`config.mk`:
```
export PLATFORM = sky130hd
export DESIGN_NAME = bt656_decoder_flat
export DESIGN_NICKNAME = d
export VERILOG_FILES = /design/src/rtl/bt656_if.sv /design/src/rtl/bt656_decoder.sv /design/src/flat_wrapper.sv
export SDC_FILE = /design/constraint.sdc
export NUM_CORES = 1
export LEC_CHECK = 0
export CORE_ASPECT_RATIO = 0.75
export CORE_MARGIN = 3
export CORE_UTILIZATION = 52
export CTS_CLUSTER_DIAMETER = 100
export DETAILED_ROUTE_END_ITERATION = 12
export HOLD_SLACK_MARGIN = 0.1
export PLACE_DENSITY = 0.75
export SLEW_MARGIN = 30
export SYNTH_ARGS = -nofsm -noshare
export SYNTH_HDL_FRONTEND = slang
export SYNTH_SLANG_ARGS = --single-unit
```
`constraint.sdc`:
```
create_clock -name pixel_clk -period 6.06 [get_ports pixel_clk]
set_input_delay 1.212 -clock pixel_clk [delete_from_list [all_inputs] [get_ports pixel_clk]]
set_output_delay 1.212 -clock pixel_clk [all_outputs]
set_load 0.02 [all_outputs]
```
`src/rtl/bt656_if.sv`:
```
// BT.656 byte stream in, decoded pixel/timing/status out.
// master = decoder side, slave = stream source / pixel consumer.
interface bt656_if;
  logic [7:0]  bt656_data;
  logic        vs;
  logic        f;
  logic        pixel_de;
  logic [15:0] pixel_yc;
  logic [11:0] active_width;
  logic [11:0] active_height;
  logic        locked;
  logic        protect_err;

  modport master (
    input  bt656_data,
    output vs, f, pixel_de, pixel_yc, active_width, active_height, locked, protect_err
  );

  modport slave (
    output bt656_data,
    input  vs, f, pixel_de, pixel_yc, active_width, active_height, locked, protect_err
  );
endinterface

```
`src/rtl/bt656_decoder.sv`:
```
// BT.656 timing-code tracker and pixel unpacker with width/height measurement
// and field-height based sync lock.
module bt656_decoder #(
  parameter int LOCK_FIELDS    = 2,
  parameter int TIMEOUT_CYCLES = 4096
) (
  input  logic     pixel_clk,
  input  logic     rst_n,
  bt656_if.master  vid
);
  localparam int LC_W = $clog2(LOCK_FIELDS + 1);
  localparam int TO_W = $clog2(TIMEOUT_CYCLES + 1);

  typedef enum logic [2:0] {HUNT, P1, P2, P3, ACTIVE} state_e;

  state_e      state_q, state_d;
  logic [1:0]  phase_q, phase_d;
  logic [7:0]  chroma_q, chroma_d;
  logic [15:0] yc_q, yc_d;
  logic        de_q, de_d;
  logic        perr_q, perr_d;
  logic        vs_q, vs_d;
  logic        f_q, f_d;
  logic [11:0] wcnt_q, wcnt_d;
  logic [11:0] width_q, width_d;
  logic [11:0] hcnt_q, hcnt_d;
  logic [11:0] height_q, height_d;
  logic [LC_W-1:0] lcnt_q, lcnt_d;
  logic        locked_q, locked_d;
  logic [TO_W-1:0] to_q, to_d;

  logic [7:0] din;
  logic       xf, xv, xh, xy_ok, code_ok, timeout;

  assign din   = vid.bt656_data;
  assign xf    = din[6];
  assign xv    = din[5];
  assign xh    = din[4];
  assign xy_ok = din[7] && (din[3] == (xv ^ xh)) && (din[2] == (xf ^ xh)) &&
                 (din[1] == (xf ^ xv)) && (din[0] == (xf ^ xv ^ xh));
  assign code_ok = (state_q == P3) && xy_ok;
  // A valid code in the same cycle as expiry suppresses the timeout.
  assign timeout = !code_ok && (to_q == TO_W'(TIMEOUT_CYCLES - 1));

  always_comb begin
    state_d  = state_q;
    phase_d  = phase_q;
    chroma_d = chroma_q;
    yc_d     = yc_q;
    de_d     = 1'b0;
    perr_d   = 1'b0;
    vs_d     = vs_q;
    f_d      = f_q;
    wcnt_d   = wcnt_q;
    width_d  = width_q;
    hcnt_d   = hcnt_q;
    height_d = height_q;
    lcnt_d   = lcnt_q;
    locked_d = locked_q;
    to_d     = to_q + TO_W'(1);

    unique case (state_q)
      HUNT: if (din == 8'hFF) state_d = P1;
      P1:   state_d = (din == 8'h00) ? P2 : HUNT;
      P2:   state_d = (din == 8'h00) ? P3 : (din == 8'hFF) ? P1 : HUNT;
      P3: begin
        state_d = HUNT;
        if (xy_ok) begin
          f_d  = xf;
          vs_d = xv;
          to_d = '0;
          if (!xh) wcnt_d = '0;
          if (xh && wcnt_q != 12'd0) width_d = wcnt_q;
          if (!xh && !xv) begin
            state_d = ACTIVE;
            phase_d = 2'd0;
            if (hcnt_q != 12'hFFF) hcnt_d = hcnt_q + 12'd1;
          end
          // Field boundary: latch height and grade lock on its stability.
          if (xv && !vs_q) begin
            height_d = hcnt_q;
            hcnt_d   = '0;
            if (hcnt_q == height_q) begin
              if (lcnt_q >= LC_W'(LOCK_FIELDS - 1)) begin
                lcnt_d   = LC_W'(LOCK_FIELDS);
                locked_d = 1'b1;
              end else begin
                lcnt_d = lcnt_q + LC_W'(1);
              end
            end else begin
              lcnt_d   = '0;
              locked_d = 1'b0;
            end
          end
        end else begin
          perr_d   = 1'b1;
          locked_d = 1'b0;
        end
      end
      ACTIVE: begin
        if (din == 8'hFF) begin
          state_d = P1;
        end else begin
          phase_d = phase_q + 2'd1;
          if (!phase_q[0]) begin
            chroma_d = din;
          end else begin
            yc_d = {din, chroma_q};
            de_d = 1'b1;
            if (wcnt_q != 12'hFFF) wcnt_d = wcnt_q + 12'd1;
          end
        end
      end
      default: state_d = HUNT;
    endcase

    if (timeout) begin
      locked_d = 1'b0;
      lcnt_d   = '0;
      state_d  = HUNT;
      de_d     = 1'b0;
      to_d     = '0;
    end
  end

  always_ff @(posedge pixel_clk or negedge rst_n) begin
    if (!rst_n) begin
      state_q  <= HUNT;
      phase_q  <= '0;
      chroma_q <= '0;
      yc_q     <= '0;
      de_q     <= 1'b0;
      perr_q   <= 1'b0;
      vs_q     <= 1'b0;
      f_q      <= 1'b0;
      wcnt_q   <= '0;
      width_q  <= '0;
      hcnt_q   <= '0;
      height_q <= '0;
      lcnt_q   <= '0;
      locked_q <= 1'b0;
      to_q     <= '0;
    end else begin
      state_q  <= state_d;
      phase_q  <= phase_d;
      chroma_q <= chroma_d;
      yc_q     <= yc_d;
      de_q     <= de_d;
      perr_q   <= perr_d;
      vs_q     <= vs_d;
      f_q      <= f_d;
      wcnt_q   <= wcnt_d;
      width_q  <= width_d;
      hcnt_q   <= hcnt_d;
      height_q <= height_d;
      lcnt_q   <= lcnt_d;
      locked_q <= locked_d;
      to_q     <= to_d;
    end
  end

  assign vid.vs            = vs_q;
  assign vid.f             = f_q;
  assign vid.pixel_de      = de_q;
  assign vid.pixel_yc      = yc_q;
  assign vid.active_width  = width_q;
  assign vid.active_height = height_q;
  assign vid.locked        = locked_q;
  assign vid.protect_err   = perr_q;
endmodule

```
`src/flat_wrapper.sv`:
```
// flat-port wrapper written by rule: the top's interface ports become plain ports
module bt656_decoder_flat 
#(
  parameter int LOCK_FIELDS    = 2,
  parameter int TIMEOUT_CYCLES = 4096
)
  (pixel_clk, rst_n, vid_bt656_data, vid_vs, vid_f, vid_pixel_de, vid_pixel_yc, vid_active_width, vid_active_height, vid_locked, vid_protect_err);
  bt656_if vid_i ();
  input  logic pixel_clk;
  input  logic rst_n;
  input wire logic [$bits(vid_i.bt656_data)-1:0] vid_bt656_data;
  output wire logic [$bits(vid_i.vs)-1:0] vid_vs;
  output wire logic [$bits(vid_i.f)-1:0] vid_f;
  output wire logic [$bits(vid_i.pixel_de)-1:0] vid_pixel_de;
  output wire logic [$bits(vid_i.pixel_yc)-1:0] vid_pixel_yc;
  output wire logic [$bits(vid_i.active_width)-1:0] vid_active_width;
  output wire logic [$bits(vid_i.active_height)-1:0] vid_active_height;
  output wire logic [$bits(vid_i.locked)-1:0] vid_locked;
  output wire logic [$bits(vid_i.protect_err)-1:0] vid_protect_err;
  assign vid_i.bt656_data = vid_bt656_data;
  assign vid_vs = vid_i.vs;
  assign vid_f = vid_i.f;
  assign vid_pixel_de = vid_i.pixel_de;
  assign vid_pixel_yc = vid_i.pixel_yc;
  assign vid_active_width = vid_i.active_width;
  assign vid_active_height = vid_i.active_height;
  assign vid_locked = vid_i.locked;
  assign vid_protect_err = vid_i.protect_err;
  bt656_decoder #(.LOCK_FIELDS(LOCK_FIELDS), .TIMEOUT_CYCLES(TIMEOUT_CYCLES)) u_core (.pixel_clk(pixel_clk), .rst_n(rst_n), .vid(vid_i));
endmodule
```
==> flow_summary.yaml, run 1 <==
pwr:
  ir_drop_v: 0.000147
  powerDensity_nw_per_um2: 275
  power_leakage_nw: 2.50
setup_path:
  slowest_stage: "clkdlybuf4s50_1"
  critical_path_arrival_ps: 4110
  cp_top_family: "buffers and inverters"
  reg2reg_slack_ps: 3590
  cp_max_fo: 16
  required_ps: 6280
  worst_r2r_startpoint: "u_core.state_q[0]"
  path_cells: "clkdlybuf4s50_1, inv_1, ha_1, xnor2_1, o2111ai_4, nor3_4, buf_6, mux2_2"
  critical-path-max-stage-delay_ps: 670
  end_kind: "register"
  r2r_end: "u_core.vid.active_height[7]"
  r2r_cells: 6
  worstSetupStartpointType: "primary input"
  critPathBufInv: 3
  path_class: "primary input to register"
sta:
  post-route-period-util_pct: 64.2
  rsz0062_at_grt: "no"
  min_period_ps: 3890
  layout_setup_ws_ps: 2170
  worst_pin_slew_ps: 692
  relSlewSlack_pct: 53.9
  tns_ps: 0
  drv_slew: 0
  hold-worst-slack_ps: 491
  clock_skew_ps: 7.01
  final-hold-violation-count: 0
  setup_viol: 0
  max_freq_ghz: 0.257
routing:
  drt_iter0_drc: 189
  ant_nets: 0
  routed_wl_um: 9450
  viasPerCell: 5.71
  vias: 3271
  drc_errors: 0
  routedWlPerCell_um: 16.5
  firstDrtPassIters: 4
clock_network:
  htree_num_levels: 3
  numCtsBuffers: 9
  clk_latency_ps: 340
  post_cts_buffers: 0
  cts.sinks: 96
  cts_tree: "done"
  cts_hold_buf: 0
  cts_resized: 0
  root_buffer: "clkbuf_16"
  clockBufferDepth: 2
  clkTransAtPathRegs_ps: 60
global_route:
  grt_max_degree: 79
  antenna_found_initial: 0
  grt_usage_pct: 20.7
  grt_pass1_vias: 3274
  grt_overflow: 0
  grt_pass1_wl_um: 16400
synthesis:
  synth_compound_area_share_pct: 8.62
  yosys-top-cells-area: "dfrtp_1, mux2_2, nor2_1"
  netlist_instances: 410
  syn_avg_cell_area_um2: 11.2
  syn-num-nets: 426
  ys_warn_count: 0
  async_flop_share_pct: 100
  ys_ff_latch: 96
  synth_edf_count: 0
  synth_top_area_share_pct: 52.2
  synth-xor-area-share_pct: 6.04
  netlist_area_um2: 4600
  synth_top_cell_by_area: "dfrtp_1"
  synth-simple-area-share_pct: 16.1
  yosysMostFrequentCell: "dfrtp_1"
  synth_mux_area_share_pct: 12.0
  synth_top_family_by_area: "simple AND/OR/NAND/NOR gates"
  ys.flop_type: "dfrtp_1"
  ys_types: 52
  synth_common_cells: "dfrtp_1, nor2_1, mux2_2, nand2_1"
  ys_seq_area_share_pct: 52.2
  synthAdderAreaFrac_pct: 1.63
floorplanning:
  rows: 29
  die_h_um: 87.5
  die_x_um: 115
  start_util_pct: 53.9
  ios: 55
  core_area_um2: 8530
  die_area_um2: 10000
layout:
  final_cells: 573
  num-fill-cells: 650
  final_cell_area_um2: 5520
  final_layout_size_suffix_gt1_share_pct: 17.2
  multiInputGateArea_um2: 2040
  final_nets: 476
  diodes: 0
  syn_to_final_growth_pct: 20.0
  ff_latch_area_um2: 2400
hold_path:
  worst_hold_path_type: "register to register"
  hp-start: "u_core.to_q[0]"
  min_to: "u_core.to_q[0]"
  min_path_cells: 1
place:
  pre_cts_ws_ps: 1850
  gp_congestion: 0.786
  place_inst: 557
  numPortBuffers: 54
  hpwl_um: 6460
  placed_area_um2: 5190
run:
  drv_cap: 0
status:
  status: "complete, no violations"
cell type report:
type | instances | share of cell area (%)
Clock inverter | 6 | 1.68
Tap cell | 108 | 2.45
Sequential cell | 96 | 43.5
Multi-Input combinational cell | 283 | 37.0
Inverter | 12 | 0.816
Clock buffer | 10 | 4.15
Timing Repair Buffer | 58 | 10.4
metal layers:
metal | track usage [%] | wire length (um)
met1 | 30.7 | 4490
met2 | 30.1 | 4320
met3 | 5.00 | 498
met4 | 6.26 | 136
met5 | 0 | 0
how the worst max path moves through the flow:
stage / start / end / cells after the start
floorplan: vid_bt656_data[4] / u_core.vid.active_width[1] / 9
global placement: vid_bt656_data[4] / u_core.vid.active_height[4] / 7
detailed placement: vid_bt656_data[5] / u_core.vid.active_width[11] / 8
CTS: vid_bt656_data[5] / u_core.vid.active_height[7] / 8
global route: vid_bt656_data[5] / u_core.vid.active_height[7] / 8
finish: vid_bt656_data[5] / u_core.vid.active_height[7] / 8
cell families after synthesis:
logic type,count (synthesis)
and+or+nand+nor,143
adders and majority gates,6
buffers and inverters,31
muxes,46
AOI/OAI and AO/OA,58
xor gates and xnor gates,30
DFF,96
worst register-to-register path: stages (launching register included):
cell and delay [ps]:
dfrtp_1 400, nand2_1 80, or2_1 340, or3_4 420, nor3_4 500, buf_6 270
mux2_2 350
cells in the final DEF, fill, tap and decap left out, drive strengths merged, types with 4 or more instances in the layout:
cell type and instances:
dfrtp 96, clkdlybuf4s50 53, mux2 45, nor2 42
nand2 31, xor2 19, o21ai 18, inv 13
nand3 12, nand4 11, a31oi 11, xnor2 11
a21oi 10, clkbuf 10, nor4 8, nor3 8
ha 6, or2 6, and3 5, buf 5
o31ai 4, or4 4
sequential cells by signal, indices dropped and copies added (netlist names):
register,flops
u_core.chroma_q,8
u_core.hcnt_q,12
u_core.lcnt_q,2
u_core.phase_q,1
u_core.state_q,3
u_core.to_q,13
u_core.vid.active_height,12
u_core.vid.active_width,12
u_core.vid.f,1
u_core.vid.locked,1
u_core.vid.pixel_de,1
u_core.vid.pixel_yc,16
u_core.vid.protect_err,1
u_core.vid.vs,1
u_core.wcnt_q,12
power by group:
group          switching [W]  internal, W  leakage [nW]
sequential         0.0000552     0.000704          1.28
combinational      0.0000820    0.0000717          1.07
clock               0.000243     0.000364         0.149
total               0.000381      0.00114          2.50
per-stage QoR:
step	power, W	utilization [%]
2_1_floorplan	0.000859	-
3_3_place_gp	0.000911	60.8
3_5_place_dp	0.000922	60.9
4_1_cts	0.00154	64.7
5_1_grt	0.00159	64.7
6_report	0.00152	64.7
Note: power is estimated with default switching activity, not from simulation.
==> inputs of run 2 (changes only) <==
- clock period: 6.06 -> 3.66 ns (I/O delays scaled with it)
==> flow_summary.yaml, run 2 (synthesized netlist as in run 1, its figures left out) <==
clock_network:
  clk_latency_ps: 340
  clkTransAtPathRegs_ps: 70
  cts_resized: 0
  cts.sinks: 96
  root_buffer: "clkbuf_16"
  clockBufferDepth: 2
  htree_num_levels: 3
  numCtsBuffers: 9
  cts_tree: "done"
  post_cts_buffers: 0
  cts_hold_buf: 0
layout:
  layout_common_cells: "dfrtp_1, clkdlybuf4s50_1, nor2_1"
  diodes: 0
  mostFrequentLayoutCell: "dfrtp_1"
  final_layout_size_suffix_gt1_share_pct: 18.1
  largest_reg_flops: 16
  final_nets: 480
  final_cells: 577
  syn_to_final_growth_pct: 20.4
global_route:
  grt_usage_pct: 19.9
  grt_pass1_wl_um: 15500
  grt_overflow: 0
  grt_max_degree: 57
  antenna_found_initial: 0
  grt_pass1_vias: 3098
routing:
  viasPerCell: 5.64
  drt_iter0_drc: 196
  routedWlPerCell_um: 16.1
  routed_wl_um: 9310
  vias: 3254
  ant_nets: 0
  drc_errors: 0
  firstDrtPassIters: 4
sta:
  tns_ps: 0
  final-hold-violation-count: 0
  setup_viol: 0
  drv_slew: 0
  clock_skew_ps: 6.13
  max_freq_ghz: 0.323
  hold-worst-slack_ps: 419
  worst_pin_slew_ps: 701
  min_period_ps: 3100
  post-route-period-util_pct: 84.7
  relSlewSlack_pct: 53.2
  rsz0062_at_grt: "no"
  layout_setup_ws_ps: 562
setup_path:
  required_ps: 3920
  path_class: "primary input to register"
  critical_path_arrival_ps: 3360
  cp_max_fo: 13
  worstSetupStartpointType: "primary input"
  end_kind: "register"
floorplanning:
  die_x_um: 115
  ios: 55
  die_h_um: 87.5
  start_util_pct: 53.9
  rows: 29
  die_area_um2: 10000
  core_area_um2: 8530
place:
  pre_cts_ws_ps: 280
  place_inst: 561
  numPortBuffers: 54
  hpwl_um: 6460
  gp_congestion: 0.811
pwr:
  power_leakage_nw: 2.52
  ir_drop_v: 0.000340
  powerDensity_nw_per_um2: 449
run:
  drv_cap: 0
status:
  status: "complete, no violations"
hold_path:
  worst_hold_path_type: "primary input to async pin"
==> run 2: cell types whose count changed in the layout (fill, tap and decap cells not counted), sizes merged <==
cell / previous run / this run
buf: 5 / 9
clkinvlp: 2 / 0
clkbuf: 10 / 11
clkinv: 1 / 4
inv: 13 / 12
bufinv: 2 / 1
==> run 2: path summary, 6_finish.rpt <==
| kind | start | end | slack (ps) | cells after the start |
|---|---|---|---|---|
| worst max register to register | u_core.hcnt_q[0] | u_core.hcnt_q[11] | 1250 | 6 |
| worst max-delay path | vid_bt656_data[5] | u_core.hcnt_q[11] | 560 | 8 |
| worst min register to register | u_core.chroma_q[5] | u_core.chroma_q[5] | 500 | 2 |
| min in group pixel_clk | u_core.chroma_q[5] | u_core.chroma_q[5] | 500 | 2 |
| max in group asynchronous | rst_n | u_core.hcnt_q[3] | 2450 | 2 |
| worst min-delay path | rst_n | u_core.vid.active_width[6] | 420 | 1 |
==> run 2: critical path, cell delays in order <==
cell	delay [ps]
clkdlybuf4s50_1	480
inv_1	90
ha_1	290
xnor2_1	320
o2111a_1	260
nand4_1	400
or4_1	610
a21oi_1	180
==> run 2: layout make-up <==
class	instances	area [um2]
clock inverter	5	65.1
fill	662	2990
clock buffer	11	253
multi-input combinational	283	2040
sequential	96	2400
inverter	12	45.0
tap	108	135
timing repair buffer	62	598
==> run 2: where the power goes <==
part           internal [W]  switching, W  leakage (nW)
Sequential          0.00117     0.0000897          1.28
Combinational      0.000121      0.000135          1.09
Clock              0.000571      0.000402         0.156
Total               0.00186      0.000627          2.52
==> run 2: per-layer routing <==
layer / track usage, % / wire [um] / vias to the layer above
li1: - / - / 1557
met1: 28.8 / 4550 / 1598
met2: 29.4 / 4140 / 88
met3: 4.72 / 476 / 11
met4: 6.69 / 134 / 0
met5: 0 / 0 / -
==> run 2: stage by stage <==
step                power [W]  instance area [um2]  util (%)
floorplan             0.00142                 4600         -
global placement      0.00151                 5220      61.2
detailed placement    0.00153                 5220      61.2
CTS                   0.00251                 5540      64.9
global route          0.00260                 5540      64.9
finish                0.00248                 5540      64.9
